$ cat src/rtl/xform_sequencer.sv
// xform_sequencer: walks a vertex BRAM, chains enabled transform ops per vertex
// and writes each result to the destination BRAM.
module xform_sequencer #(
  parameter int ADDR_W  = 10,
  parameter int RD_LAT  = 2,
  parameter int TIMEOUT = 255
) (
  input  logic              clk_in,
  input  logic              rst_in,
  input  logic              start_in,
  input  logic [ADDR_W:0]   vert_count_in,
  input  logic [3:0]        op_en_in,
  output logic [ADDR_W-1:0] rd_addr_out,
  input  logic [127:0]      rd_data_in,
  output logic              xf_valid_out,
  output logic [1:0]        xf_sel_out,
  output logic [127:0]      xf_pos_out,
  input  logic              xf_done_in,
  input  logic [127:0]      xf_pos_in,
  output logic              wr_en_out,
  output logic [ADDR_W-1:0] wr_addr_out,
  output logic [127:0]      wr_data_out,
  output logic              busy_out,
  output logic              done_out,
  output logic              err_out
);
  localparam int RW = $clog2(RD_LAT + 1);
  localparam int TW = $clog2(TIMEOUT + 1);
  typedef enum logic [2:0] {IDLE, FETCH, ISSUE, WAIT, WRITE, DONE} state_t;
  state_t state;
  logic [ADDR_W:0] idx, cnt_q;
  logic [3:0] ops_q;
  logic [2:0] ptr;
  logic [RW-1:0] rd_cnt;
  logic [TW-1:0] tmo;
  logic [1:0] nsel;
  logic found, adv;
  logic [127:0] nv;
  always_comb begin
    found = 1'b0;
    nsel = 2'd0;
    for (int k = 3; k >= 0; k--)
      if (ops_q[k] && 3'(k) >= ptr) begin
        found = 1'b1;
        nsel = 2'(k);
      end
  end
  // FETCH (data arrived) and WAIT (result arrived) both advance the working vertex
  assign adv = (state == FETCH) ? (rd_cnt == RW'(RD_LAT)) : (state == WAIT) && xf_done_in;
  assign nv = (state == FETCH) ? rd_data_in : xf_pos_in;
  assign rd_addr_out = idx[ADDR_W-1:0];
  assign wr_addr_out = idx[ADDR_W-1:0];
  always_ff @(posedge clk_in or posedge rst_in)
    if (rst_in) begin
      state <= IDLE;
      idx <= '0;
      cnt_q <= '0;
      ops_q <= '0;
      ptr <= '0;
      rd_cnt <= '0;
      tmo <= '0;
      xf_valid_out <= 1'b0;
      xf_sel_out <= '0;
      xf_pos_out <= '0;
      wr_en_out <= 1'b0;
      wr_data_out <= '0;
      busy_out <= 1'b0;
      done_out <= 1'b0;
      err_out <= 1'b0;
    end else begin
      xf_valid_out <= 1'b0;
      wr_en_out <= 1'b0;
      done_out <= 1'b0;
      case (state)
        IDLE: if (start_in && !done_out) begin
          cnt_q <= vert_count_in;
          ops_q <= op_en_in;
          err_out <= 1'b0;
          busy_out <= 1'b1;
          idx <= '0;
          ptr <= '0;
          rd_cnt <= '0;
          state <= (vert_count_in == '0) ? DONE : FETCH;
        end
        FETCH, WAIT: if (adv) begin
          if (found) begin
            state <= ISSUE;
            xf_valid_out <= 1'b1;
            xf_sel_out <= nsel;
            xf_pos_out <= nv;
            ptr <= {1'b0, nsel} + 3'd1;
          end else begin
            state <= WRITE;
            wr_en_out <= 1'b1;
            wr_data_out <= nv;
          end
        end else if (state == FETCH) rd_cnt <= rd_cnt + 1'b1;
        else if (tmo == TW'(TIMEOUT - 1)) begin
          err_out <= 1'b1;
          state <= DONE;
        end else tmo <= tmo + 1'b1;
        ISSUE: begin
          tmo <= '0;
          state <= WAIT;
        end
        WRITE: if (idx + 1'b1 == cnt_q) state <= DONE;
        else begin
          idx <= idx + 1'b1;
          ptr <= '0;
          rd_cnt <= '0;
          state <= FETCH;
        end
        DONE: begin
          done_out <= 1'b1;
          busy_out <= 1'b0;
          state <= IDLE;
        end
        default: state <= IDLE;
      endcase
    end
endmodule

$ cat config.mk
export PLATFORM = sky130hd
export DESIGN_NAME = xform_sequencer
export DESIGN_NICKNAME = d
export VERILOG_FILES = /design/src/rtl/xform_sequencer.sv
export SDC_FILE = /design/constraint.sdc
export NUM_CORES = 1
export LEC_CHECK = 0
export BUFFER_PORTS_ARGS = -buffer_cell sky130_fd_sc_hd__buf_2
export CORE_AREA = 8 8 211 213
export DETAILED_ROUTE_END_ITERATION = 16
export DIE_AREA = 0 0 219 221
export PLACE_DENSITY = 0.63
export SLEW_MARGIN = 20
export SYNTH_ARGS = -nofsm -noshare
export SYNTH_HDL_FRONTEND = slang
export SYNTH_SLANG_ARGS = --single-unit
$ cat constraint.sdc
create_clock -name clk_in -period 10.5 [get_ports clk_in]
set_input_delay 1.575 -clock clk_in [delete_from_list [all_inputs] [get_ports clk_in]]
set_output_delay 1.575 -clock clk_in [all_outputs]
set_load 0.01 [all_outputs]
* Word level (Yosys, flattened, before mapping) *
Cells that the tools add are included.
Widths: inputs -> output; s select.

operators by class
  shifts and indexed selects = 0
  $mul = 0
  order comparisons = 4
  div/mod/pow operators = 0
  mux-type cells = 49
  bitwise operators = 1
  equality and inequality tests = 19
  reduce and logical (&&, ||, !) cells = 25
  add/subtract/negate cells = 4

operators with widths
  kind                   number
  $mux 128               1
  $mux 3                 11
  $mux 8                 3
  $mux 11                2
  $pmux 11 s2            1
  $ne 2x2->1 const B     9
  $mux 1                 17
  $mux 2                 8
  $pmux 8 s2             1
  $reduce_and 5->1       3
  $pmux 3 s4             1
  $reduce_and 3->1       4
  $add 11x1->11 const B  1
  $eq 11x11->1           1
  $logic_not 11->1       1
  $pmux 3 s3             1
  $add 8x1->8 const B    1
  $eq 8x8->1 const B     1
  $reduce_bool 2->1      4
  $eq 3x2->1 const B     2
  $eq 3x3->1 const B     2
  $ge 1x3->1 const A     2
  $ge 2x3->1 const A     2
  $logic_and 1x1->1      6
  other kinds (14)       17

word-level totals
  bits in latches = 0
  memories kept = 0
  memory bits (read-only) = 0
  register bits after elaboration = 305
  RAM bits = 0
  output and inout port bits = 283
  word-level logic and storage cells = 117
  input port bits = 275

* Longest topological paths before layout *
  depth after elaboration = 10
  mapped depth = 9
  mapped depth without buffers = 8

* Worst setup path after synthesis *
Ideal clock, no wire load.

  path kind = input-to-reg
  start = input port xf_done_in
  end = register wr_data_out[0]
  cell stages on the path = 6
  data arrival time = 2.905 ns
  slack = 7.460 ns
  setup time = 0.136 ns
  buffers on the path = 3
  required time = 10.364 ns
  path through = mux2_2 > nand4_1 > clkbuf_1 > clkbuf_1 > clkbuf_1 > o21ai_0

between the ends
  cells in the longest elaborated chain, start to end = 3

ends and longest elaborated chain
  what                        RTL line  text
  from (decl)                 18        input logic xf_done_in,
  $logic_and 1x1->1           49        assign adv = (state == FETCH) ? (rd_cnt == RW'(RD_LAT)) : (state == WAIT) && xf_done_in;
  $mux 1                      49
  $reduce_and 3->1 (no line)  -
  to (signal assigned)        95        wr_data_out <= nv;
  to (decl)                   22        output logic [127:0] wr_data_out,

No other way between the ends.
A chain may end at the register's enable or synchronous reset.

* Worst setup path after layout *
  start = register state[0]
  end = register wr_data_out[80]

between the ends
  cells in the longest elaborated chain, start to end = 4
  elaborated cells between the ends (all ways) = 7
  those cells by class = 2 x eq/ne; 2 x mux; 3 x reduce/logical

ends and longest elaborated chain
  what                        RTL line  text
  from (decl)                 30        state_t state;
  from (signal assigned)      83        state <= (vert_count_in == '0) ? DONE : FETCH;
  $eq 3x2->1                  49, 74
  $logic_and 1x1->1           49
  $mux 1                      49
  $reduce_and 3->1 (no line)  -

Several ways; a longest one is shown, not always the timed one.

==> reports/results.ini <==
[cts]
cts_buffers = 35
cts_tree = done
htreeDepth = 2
cts_sinks = 305
cts_root_buf = clkbuf_16
cts-resized-gates = 0
path_clk_slew_ns = 0.06
clock_latency_ns = 0.51
post-cts-setup-buffers = 0
holdBufCountCts = 0
clockBufferDepth = 3

[drt]
drtIter0Drc = 758
firstDrtPassIters = 5
ant_nets = 0
wl_met3_um = 3304
highest_layer = met5
drc = 0
wl_met1_um = 17200
vias_per_cell = 4.780
drt_wl_total_um = 42970
detail_route.wl_per_cell_um = 18.32
vias = 11210
route.met2.wl_um = 21420

[floorplanning]
core_sq_um = 41290
dieArea_sq_um = 48400
die_h_um = 221
start_util = 0.3211
dieWidth_um = 219
ios = 558
rows = 75

[timing]
fin_ws_ns = 6.981
max_slew_margin = 0.3390
fin_crit_ns = 3.519
grt_setup_unrepaired = no
max_freq_mhz = 284.2
period_share = 0.3352
hold_violations = 0
setup_viol = 0
worst_slew_pin_slew_ns = 0.9915
finalSetupTns_ns = 0
finalClockSkew_ns = 0.01779
drv_slew = 0

[power]
finalPower_mw = 5.740
pwr_density_cell_nw_per_um2 = 328.7
leakagePower_nw = 8.672
ir_drop_mv = 0.1254

[yosys]
synth_seq_cells = 305
yosysTopAreaCell = dfrtp_1
ys_async_sr_fraction = 1.000
netlist_area_sq_um = 13260
ys.flop_type = dfrtp_1
post-synth-top-count-cell = dfrtp_1
synth.yosys.warnings = 0
yosys-top-cells-area = dfrtp_1, mux2i_1, o21ai_0, a21oi_1, nand2_1
ys_seq_area_frac = 0.5757
synth_nets = 1570
syn_avg_cell_area_sq_um = 10.28
synthTopCellsByCount = dfrtp_1, nand2_1, nor2_1
syn_inst = 1290
synth_cell_types = 58
yosysTopAreaCellShare = 0.5757
synth_enable_flop_cells = 0

[critical_path]
crit_buf_inv = 2
crit_fanout = 52
crit_top_cell = buf_4
end_kind = register
cp.arrival_ns = 3.87
cp-start-kind = register
critical_path.top_delay_family = buffers and inverters
cp_slowest_stage_delay_ns = 0.75
reg2reg_depth = 6
required_ns = 10.85
crit_type = reg2reg
cp_cell_sequence = nand2b_1, nor2_4, buf_4, buf_4, mux2i_1, o21ai_0
crit_cells = 6
crit_slowest_cell = buf_4

[place]
dp_hpwl_um = 33100
dpl_worst_slack_ns = 6.335
io_buffer_count = 557
gp_congestion = 0.8712

[hold_path]
hp-class = reg2reg
hold_depth = 2

[grt]
grt_max_degree = 113
grt_pass1_wl_um = 66770
track_usage = 0.1713
grt_pass1_vias = 11750
grt_overflow = 0
antenna_found_initial = 3

[cells_and_area]
fillers = 4051
syn_to_final_growth_pct = 31.72
final-seq-area_sq_um = 7632
drive_gt1_frac = 0.3623
multiInputGateArea_sq_um = 5066
final_nets = 2066

[job]
drv_cap = 0

[outcome]
status = completed

[state kept, by name (all words and copies together), names as in the netlist]
register,flops
busy_out,1
cnt_q,11
done_out,1
err_out,1
idx,11
ops_q,4
ptr,3
rd_cnt,2
state,3
tmo,8
wr_data_out,128
wr_en_out,1
xf_pos_out,128
xf_sel_out,2
xf_valid_out,1
[per-stage QoR]
step	cells	hold WS [ns]	area, sq um	util
6_report	2345	0.4722	17460	0.4229
3_5_place_dp	2288	0.4647	16330	0.3954
3_3_place_gp	2288	0.4565	16330	0.3954
4_1_cts	2344	0.4772	17460	0.4228
2_1_floorplan	1290	0.4600	13260	-
5_1_grt	2345	0.4969	17460	0.4229
[placed cells by master (no fill, tap or decap), types with 9 or more instances in the layout]
cell type | synthesis | routed
a21oi_1 | 137 | 136
a31oi_1 | 10 | 10
and3_1 | 9 | 9
buf_2 | 2 | 557
buf_4 | 22 | 12
clkbuf_16 | 0 | 37
clkinv_2 | 0 | 9
dfrtp_1 | 305 | 305
inv_1 | 16 | 15
mux2_2 | 17 | 17
mux2i_1 | 131 | 131
nand2_1 | 150 | 150
nand4_1 | 9 | 9
nor2_1 | 147 | 146
nor3_1 | 11 | 11
o21ai_0 | 140 | 140
xor2_1 | 14 | 14
[worst min-delay path: cells and delay by family, from the launching register on]
| family | cells | cell delay [ns] |
|---|---|---|
| compound gates | 1 | 0.06 |
| simple gates | 1 | 0.05 |
| flops | 1 | 0.33 |
[worst paths after layout]
path | start | endpoint | slack (ns)
setup reg to reg | state[0] | wr_data_out[80] | 6.98
min in group asynchronous | rst_in | xf_pos_out[104] | 1.17
hold reg to reg | wr_data_out[16] | wr_data_out[16] | 0.47
setup / recovery | state[0] | wr_data_out[80] | 6.98
hold / removal | wr_data_out[16] | wr_data_out[16] | 0.47
max in group asynchronous | rst_in | xf_pos_out[28] | 7.34
[layer usage]
layer	up-vias	track usage
met1	5312	0.2069
met2	434	0.2952
li1	5400	-
met4	2	0.05145
met5	-	0
met3	62	0.04447
[kinds of logic after synthesis]
family / share of synthesized area
muxes: 0.1133
DFF: 0.5757
AOI/OAI and AO/OA: 0.1353
buffers and inverters: 0.04360
xor gates and xnor gates: 0.01255
and+or+nand+nor: 0.1148
adders and majority gates: 0.004719
[final cells by class]
cell class                      instances  share of cell area
Sequential cell                       305              0.4371
Antenna cell                            1           0.0001433
Clock inverter                         15            0.009171
Inverter                               16            0.003869
Clock buffer                           41             0.05560
Timing Repair Buffer                  570              0.1654
Tap cell                              539             0.03862
Multi-Input combinational cell        858              0.2901
[power by group]
| part | total [mW] | switching (mW) | internal, mW |
|---|---|---|---|
| Sequential | 2.08 | 0.346 | 1.73 |
| Combinational | 2.46 | 1.49 | 0.973 |
| Clock | 1.20 | 0.473 | 0.731 |
(Power assumes the default switching activity.)
